$ cat config.mk
export PLATFORM = sky130hd
export DESIGN_NAME = bus_packer_flat
export DESIGN_NICKNAME = d
export VERILOG_FILES = /design/src/rtl/bus_packer_if.sv /design/src/rtl/bus_packer.sv /design/src/flat_wrapper.sv
export SDC_FILE = /design/constraint.sdc
export NUM_CORES = 1
export LEC_CHECK = 0
export BUFFER_PORTS_ARGS = -buffer_cell sky130_fd_sc_hd__buf_2
export CAP_MARGIN = 20
export CELL_PAD_IN_SITES_DETAIL_PLACEMENT = 1
export CELL_PAD_IN_SITES_GLOBAL_PLACEMENT = 2
export CORE_UTILIZATION = 31
export CTS_BUF_LIST = sky130_fd_sc_hd__clkbuf_2
export DETAILED_ROUTE_END_ITERATION = 6
export GPL_TIMING_DRIVEN = 0
export PLACE_DENSITY_LB_ADDON = 0.1
export SLEW_MARGIN = 20
export SYNTH_ARGS = -nofsm -noshare
export SYNTH_HDL_FRONTEND = slang
export SYNTH_SLANG_ARGS = --single-unit
$ cat constraint.sdc
create_clock -name clk -period 1.7 [get_ports clk]
set_input_delay 0 -clock clk [delete_from_list [all_inputs] [get_ports clk]]
set_output_delay 0 -clock clk [all_outputs]
set_load 0.01 [all_outputs]
$ cat src/rtl/bus_packer_if.sv
// Handshake bundle for bus_packer: a narrow input stream, a packed output word,
// a flush strobe and the fill count.
//   clear                 flush request (driven by the producer side)
//   in_valid/in_data      narrow word offered to the packer
//   in_ready              packer takes in_data this cycle
//   out_valid/out_data    complete packed word, slot 0 in the LSBs
//   out_ready             consumer takes out_data this cycle
//   count                 number of slots filled (0..CHANNELS)
// Modports: master = the side that feeds and drains the packer, slave = the packer.
interface bus_packer_if #(
  parameter int unsigned CHANNELS = 4,
  parameter int unsigned BUS_SIZE = 8
);
  localparam int unsigned CntW = $clog2(CHANNELS + 1);

  logic                         clear;
  logic                         in_valid;
  logic [BUS_SIZE-1:0]          in_data;
  logic                         in_ready;
  logic                         out_valid;
  logic [CHANNELS*BUS_SIZE-1:0] out_data;
  logic                         out_ready;
  logic [CntW-1:0]              count;

  modport master (
    output clear, in_valid, in_data, out_ready,
    input  in_ready, out_valid, out_data, count
  );

  modport slave (
    input  clear, in_valid, in_data, out_ready,
    output in_ready, out_valid, out_data, count
  );
endinterface

$ cat src/rtl/bus_packer.sv
// Collects CHANNELS words of BUS_SIZE bits, one per input handshake, into one
// packed word. Slot k sits at out_data[k*BUS_SIZE +: BUS_SIZE] in acceptance order.
// Ports:
//   clk    rising-edge clock
//   reset  synchronous active-high reset
//   bus    bus_packer_if.slave (clear, in_*, out_*, count)
// Optional feature: define BUS_PACKER_BACK_TO_BACK_EN to let the packer accept a
// new word in the same cycle a full word is transferred out (no idle cycle).
module bus_packer #(
  parameter int unsigned CHANNELS = 4,
  parameter int unsigned BUS_SIZE = 8
) (
  input  logic        clk,
  input  logic        reset,
  bus_packer_if.slave bus
);

  localparam int unsigned Width = CHANNELS * BUS_SIZE;
  localparam int unsigned CntW  = $clog2(CHANNELS + 1);
  localparam logic [CntW-1:0] LastCnt = CntW'(CHANNELS - 1);
  localparam logic [CntW-1:0] OneCnt  = CntW'(1);

  typedef enum logic {StFill, StFull} state_e;

  state_e            state_q, state_d;
  logic [Width-1:0]  data_q, data_d;
  logic [CntW-1:0]   count_q, count_d;
  logic              in_ready;
  logic              accept;
  logic              xfer;

  assign accept = bus.in_valid && in_ready;
  assign xfer   = (state_q == StFull) && bus.out_ready;

  // State register
  always_ff @(posedge clk) begin
    if (reset) begin
      state_q <= StFill;
    end else begin
      state_q <= state_d;
    end
  end

  // Next-state logic
  always_comb begin
    state_d = state_q;
    if (bus.clear) begin
      state_d = StFill;
    end else begin
      unique case (state_q)
        StFill: begin
          if (accept && (count_q == LastCnt)) state_d = StFull;
        end
        StFull: begin
          if (xfer) begin
            state_d = StFill;
`ifdef BUS_PACKER_BACK_TO_BACK_EN
            // A single-slot word refills completely on the same edge.
            if (accept && (CHANNELS == 1)) state_d = StFull;
`endif
          end
        end
        default: state_d = StFill;
      endcase
    end
  end

  // Output logic
  always_comb begin
`ifdef BUS_PACKER_BACK_TO_BACK_EN
    in_ready = (state_q == StFill) || bus.out_ready;
`else
    in_ready = (state_q == StFill);
`endif
  end

  // Packed data and fill count
  always_comb begin
    data_d  = data_q;
    count_d = count_q;
    if (bus.clear) begin
      data_d  = '0;
      count_d = '0;
    end else begin
      unique case (state_q)
        StFill: begin
          if (accept) begin
            for (int unsigned k = 0; k < CHANNELS; k++) begin
              if (count_q == CntW'(k)) data_d[k*BUS_SIZE +: BUS_SIZE] = bus.in_data;
            end
            count_d = count_q + OneCnt;
          end
        end
        StFull: begin
          if (xfer) begin
            data_d  = '0;
            count_d = '0;
`ifdef BUS_PACKER_BACK_TO_BACK_EN
            // The new word starts the next packed word in slot 0.
            if (accept) begin
              data_d[BUS_SIZE-1:0] = bus.in_data;
              count_d              = OneCnt;
            end
`endif
          end
        end
        default: begin
          data_d  = '0;
          count_d = '0;
        end
      endcase
    end
  end

  always_ff @(posedge clk) begin
    if (reset) begin
      data_q  <= '0;
      count_q <= '0;
    end else begin
      data_q  <= data_d;
      count_q <= count_d;
    end
  end

  assign bus.in_ready  = in_ready;
  // out_valid is the state flop itself, so it is a registered output.
  assign bus.out_valid = (state_q == StFull);
  assign bus.out_data  = data_q;
  assign bus.count     = count_q;

endmodule
$ cat src/flat_wrapper.sv
// flat-port wrapper written by rule: the top's interface ports become plain ports
module bus_packer_flat 
#(
  parameter int unsigned CHANNELS = 4,
  parameter int unsigned BUS_SIZE = 8
)
  (clk, reset, bus_clear, bus_in_valid, bus_in_data, bus_out_ready, bus_in_ready, bus_out_valid, bus_out_data, bus_count);
  bus_packer_if #(.CHANNELS(CHANNELS), .BUS_SIZE(BUS_SIZE)) bus_i ();
  input  logic clk;
  input  logic reset;
  input wire logic [$bits(bus_i.clear)-1:0] bus_clear;
  input wire logic [$bits(bus_i.in_valid)-1:0] bus_in_valid;
  input wire logic [$bits(bus_i.in_data)-1:0] bus_in_data;
  input wire logic [$bits(bus_i.out_ready)-1:0] bus_out_ready;
  output wire logic [$bits(bus_i.in_ready)-1:0] bus_in_ready;
  output wire logic [$bits(bus_i.out_valid)-1:0] bus_out_valid;
  output wire logic [$bits(bus_i.out_data)-1:0] bus_out_data;
  output wire logic [$bits(bus_i.count)-1:0] bus_count;
  assign bus_i.clear = bus_clear;
  assign bus_i.in_valid = bus_in_valid;
  assign bus_i.in_data = bus_in_data;
  assign bus_i.out_ready = bus_out_ready;
  assign bus_in_ready = bus_i.in_ready;
  assign bus_out_valid = bus_i.out_valid;
  assign bus_out_data = bus_i.out_data;
  assign bus_count = bus_i.count;
  bus_packer #(.CHANNELS(CHANNELS), .BUS_SIZE(BUS_SIZE)) u_core (.clk(clk), .reset(reset), .bus(bus_i));
endmodule
==> results.toml <==
[setup_path]
path_class = "flop to flop"
required_ns = 2.01
start_kind = "flop"
crit_path_max_fanout = 9
cp-end-kind = "flop"
arrival_ns = 1.76

[placed_design]
place.gp.congestion = 0.731
port_buffers = 48
post-place-cells = 306
place_area_sq_um = 2000
detailed_place_hpwl_microns = 3460

[final_layout]
fin_util_pct = 41.4
antenna_cells = 0
finalNonFillerCells = 322
layout-drive-gt1-share_pct = 39.3
area_delta_synth_final_pct = 27.1
design_area_sq_um = 2130
final_nets = 270

[timing]
fin_skew_ns = 0.0119
finalMaxSlewViolations = 0
finalCritPeriodShare_pct = 85.4
min_period_ns = 1.45
relSlewSlack_pct = 74.3
worstMarginPinSlew_ns = 0.385
grt_setup_unrepaired = "false"
finalSetupViolCount = 0
tns_ns = 0
clock.fmax_mhz = 689
whs_ns = 0.0538
hold_viol = 0

[synth]
yosysWarnings = 0
synthSimpleGateAreaFrac_pct = 28.7
synth_adder_area_share_pct = 3.74
synth_nets = 206
synthDistinctLibCells = 24
synth_xor_area_share_pct = 0
syn_area_per_cell_sq_um = 8.90
synth_compound_area_share_pct = 15.9
netlist_instances = 188
synth_top_family_by_area = "simple AND/OR/NAND/NOR gates"
netlist_area_sq_um = 1670
synth-seq-cells = 36
ys_seq_area_share_pct = 43.0
synthMuxAreaShare_pct = 0.822

[clock_network]
cts_tree = "yes"
cts_resized = 0
clkSlewWorstSetupHoldPaths_ns = 0.18
htreeDepth = 2
clockBufferDepth = 2
clock_sinks = 36
cts_setup_buffers = 0
cts_made_buffers = 5
clock-root-buffer = "clkbuf_2"
clk_latency_ns = 0.41

[status]
status = "finished, final reports clean"

[global_routing]
grt_pass1_wl_microns = 7550
grt_overflow_total = 0
grt_pass1_vias = 1453
grt_usage_pct = 18.6
grt_max_degree = 11
antenna_found_initial = 0

[floorplan]
die_area_sq_um = 5700
core_area_sq_um = 5140
boundaryPins = 50
initial_core_util_pct = 32.6
fp.dieW_microns = 75.5
fp.dieH_microns = 75.5
core.rowCount = 26

[detailed_routing]
vias = 1529
drtAntennaViolNets = 0
wl_per_cell_microns = 14.8
drt_pass1_iterations = 6
finalWirelength_microns = 4750
via_per_inst = 4.75
drc = 0
drt_iter0_drc = 72

[pwr]
power_density_nw_per_um2 = 667
ir_drop_mv = 0.244
leakage_nw = 0.866

[hold_path]
min_path_type = "input pin to flop"

[job]
drv_cap = 0
## cell type report
type / instances / area (sq um)
multi-input cells: 130 / 823
clock inverters: 1 / 5.00
flip-flops and latches: 36 / 721
well taps: 70 / 87.6
plain buffers: 17 / 111
fillers: 647 / 3010
inverters: 5 / 18.8
clock buffers: 6 / 30.0
repair buffers: 57 / 330
## where the power goes
group / switching (W) / total, W / internal, W / leakage (nW)
logic: 0.0000894 / 0.000152 / 0.0000629 / 0.546
registers: 0.00000626 / 0.000861 / 0.000855 / 0.291
clock network: 0.000308 / 0.000406 / 0.0000980 / 0.0288
## cell usage after synthesis
cell type	n	area share, %
a21oi_1	10	3.0
a21oi_2	23	12
a22oi_1	2	0.90
and2b_1	8	3.6
and3b_1	1	0.52
and4bb_1	3	2.2
buf_2	9	2.7
buf_4	3	1.3
buf_6	3	2.0
clkbuf_2	2	0.60
dfxtp_1	36	43
ha_1	5	3.7
inv_1	5	1.1
mux2i_2	1	0.82
nand2_1	31	7.0
nand2_2	2	0.75
nand2b_1	1	0.37
nand3_1	32	9.6
nand3b_1	1	0.45
nand4bb_1	3	2.0
nor2_1	4	0.90
nor2b_1	1	0.37
nor3_2	1	0.60
or2_1	1	0.37
## kinds of logic after synthesis
| kind of cell | Yosys count |
|---|---|
| buffers and inverters | 22 |
| DFF | 36 |
| AOI/OAI and AO/OA | 35 |
| muxes | 1 |
| and+or+nand+nor | 89 |
| adders and majority gates | 5 |
## flip-flops by register name, summed over array words and instances (netlist names)
name and cells:
u_core.bus.count 3, u_core.bus.out_data 32, u_core.bus.out_valid 1
## repair_timing
action                                  CTS  global route
hold endpoints to repair                 10             0
hold buffers                              9             0
endpoints found under the setup margin    0             0
## routing by layer
| layer | up-vias | wire length [microns] | track usage [%] |
|---|---|---|---|
| li1 | 759 | - | - |
| met3 | 6 | 231 | 4.63 |
| met5 | - | 0 | 0 |
| met2 | 40 | 2080 | 29.3 |
| met1 | 724 | 2370 | 24.8 |
| met4 | 0 | 64 | 6.17 |
## path summary, 6_finish.rpt
kind / from / end / slack [ns] / cells after the start
max: u_core.bus.count[0] / u_core.bus.out_data[30] / 0.25 / 5
min: reset / u_core.bus.out_data[23] / 0.05 / 4
max reg2reg: u_core.bus.count[0] / u_core.bus.out_data[30] / 0.25 / 5
min reg2reg: u_core.bus.out_data[26] / u_core.bus.out_data[26] / 0.48 / 2
## per-stage QoR
stage	power (W)	setup WS, ns
floorplan	0.000962	0.416
global placement	0.00102	0.262
detailed placement	0.00102	0.264
CTS	0.00144	0.220
global route	0.00150	0.115
finish	0.00142	0.248
## worst max-delay path: stages (launching register included)
cell and delay, ns:
dfxtp_1 0.44, ha_1 0.19, ha_1 0.16, nand3b_1 0.29
nand3_1 0.20, a21oi_1 0.08
## cells in the final DEF (no fill, tap or decap), drive strengths merged
cell         count
nor3             1
clkbuf           8
and4bb           3
dfxtp           36
and2b            8
buf             63
nand4bb          3
nor2b            1
mux2i            1
a21oi           33
nor2             4
a22oi            2
inv              5
and3b            1
dlygate4sd3      9
nand3           32
nand3b           1
or2              1
nand2b           1
clkinv           1
ha               5
nand2           33
No activity file was read; power rests on OpenSTA's default activity.
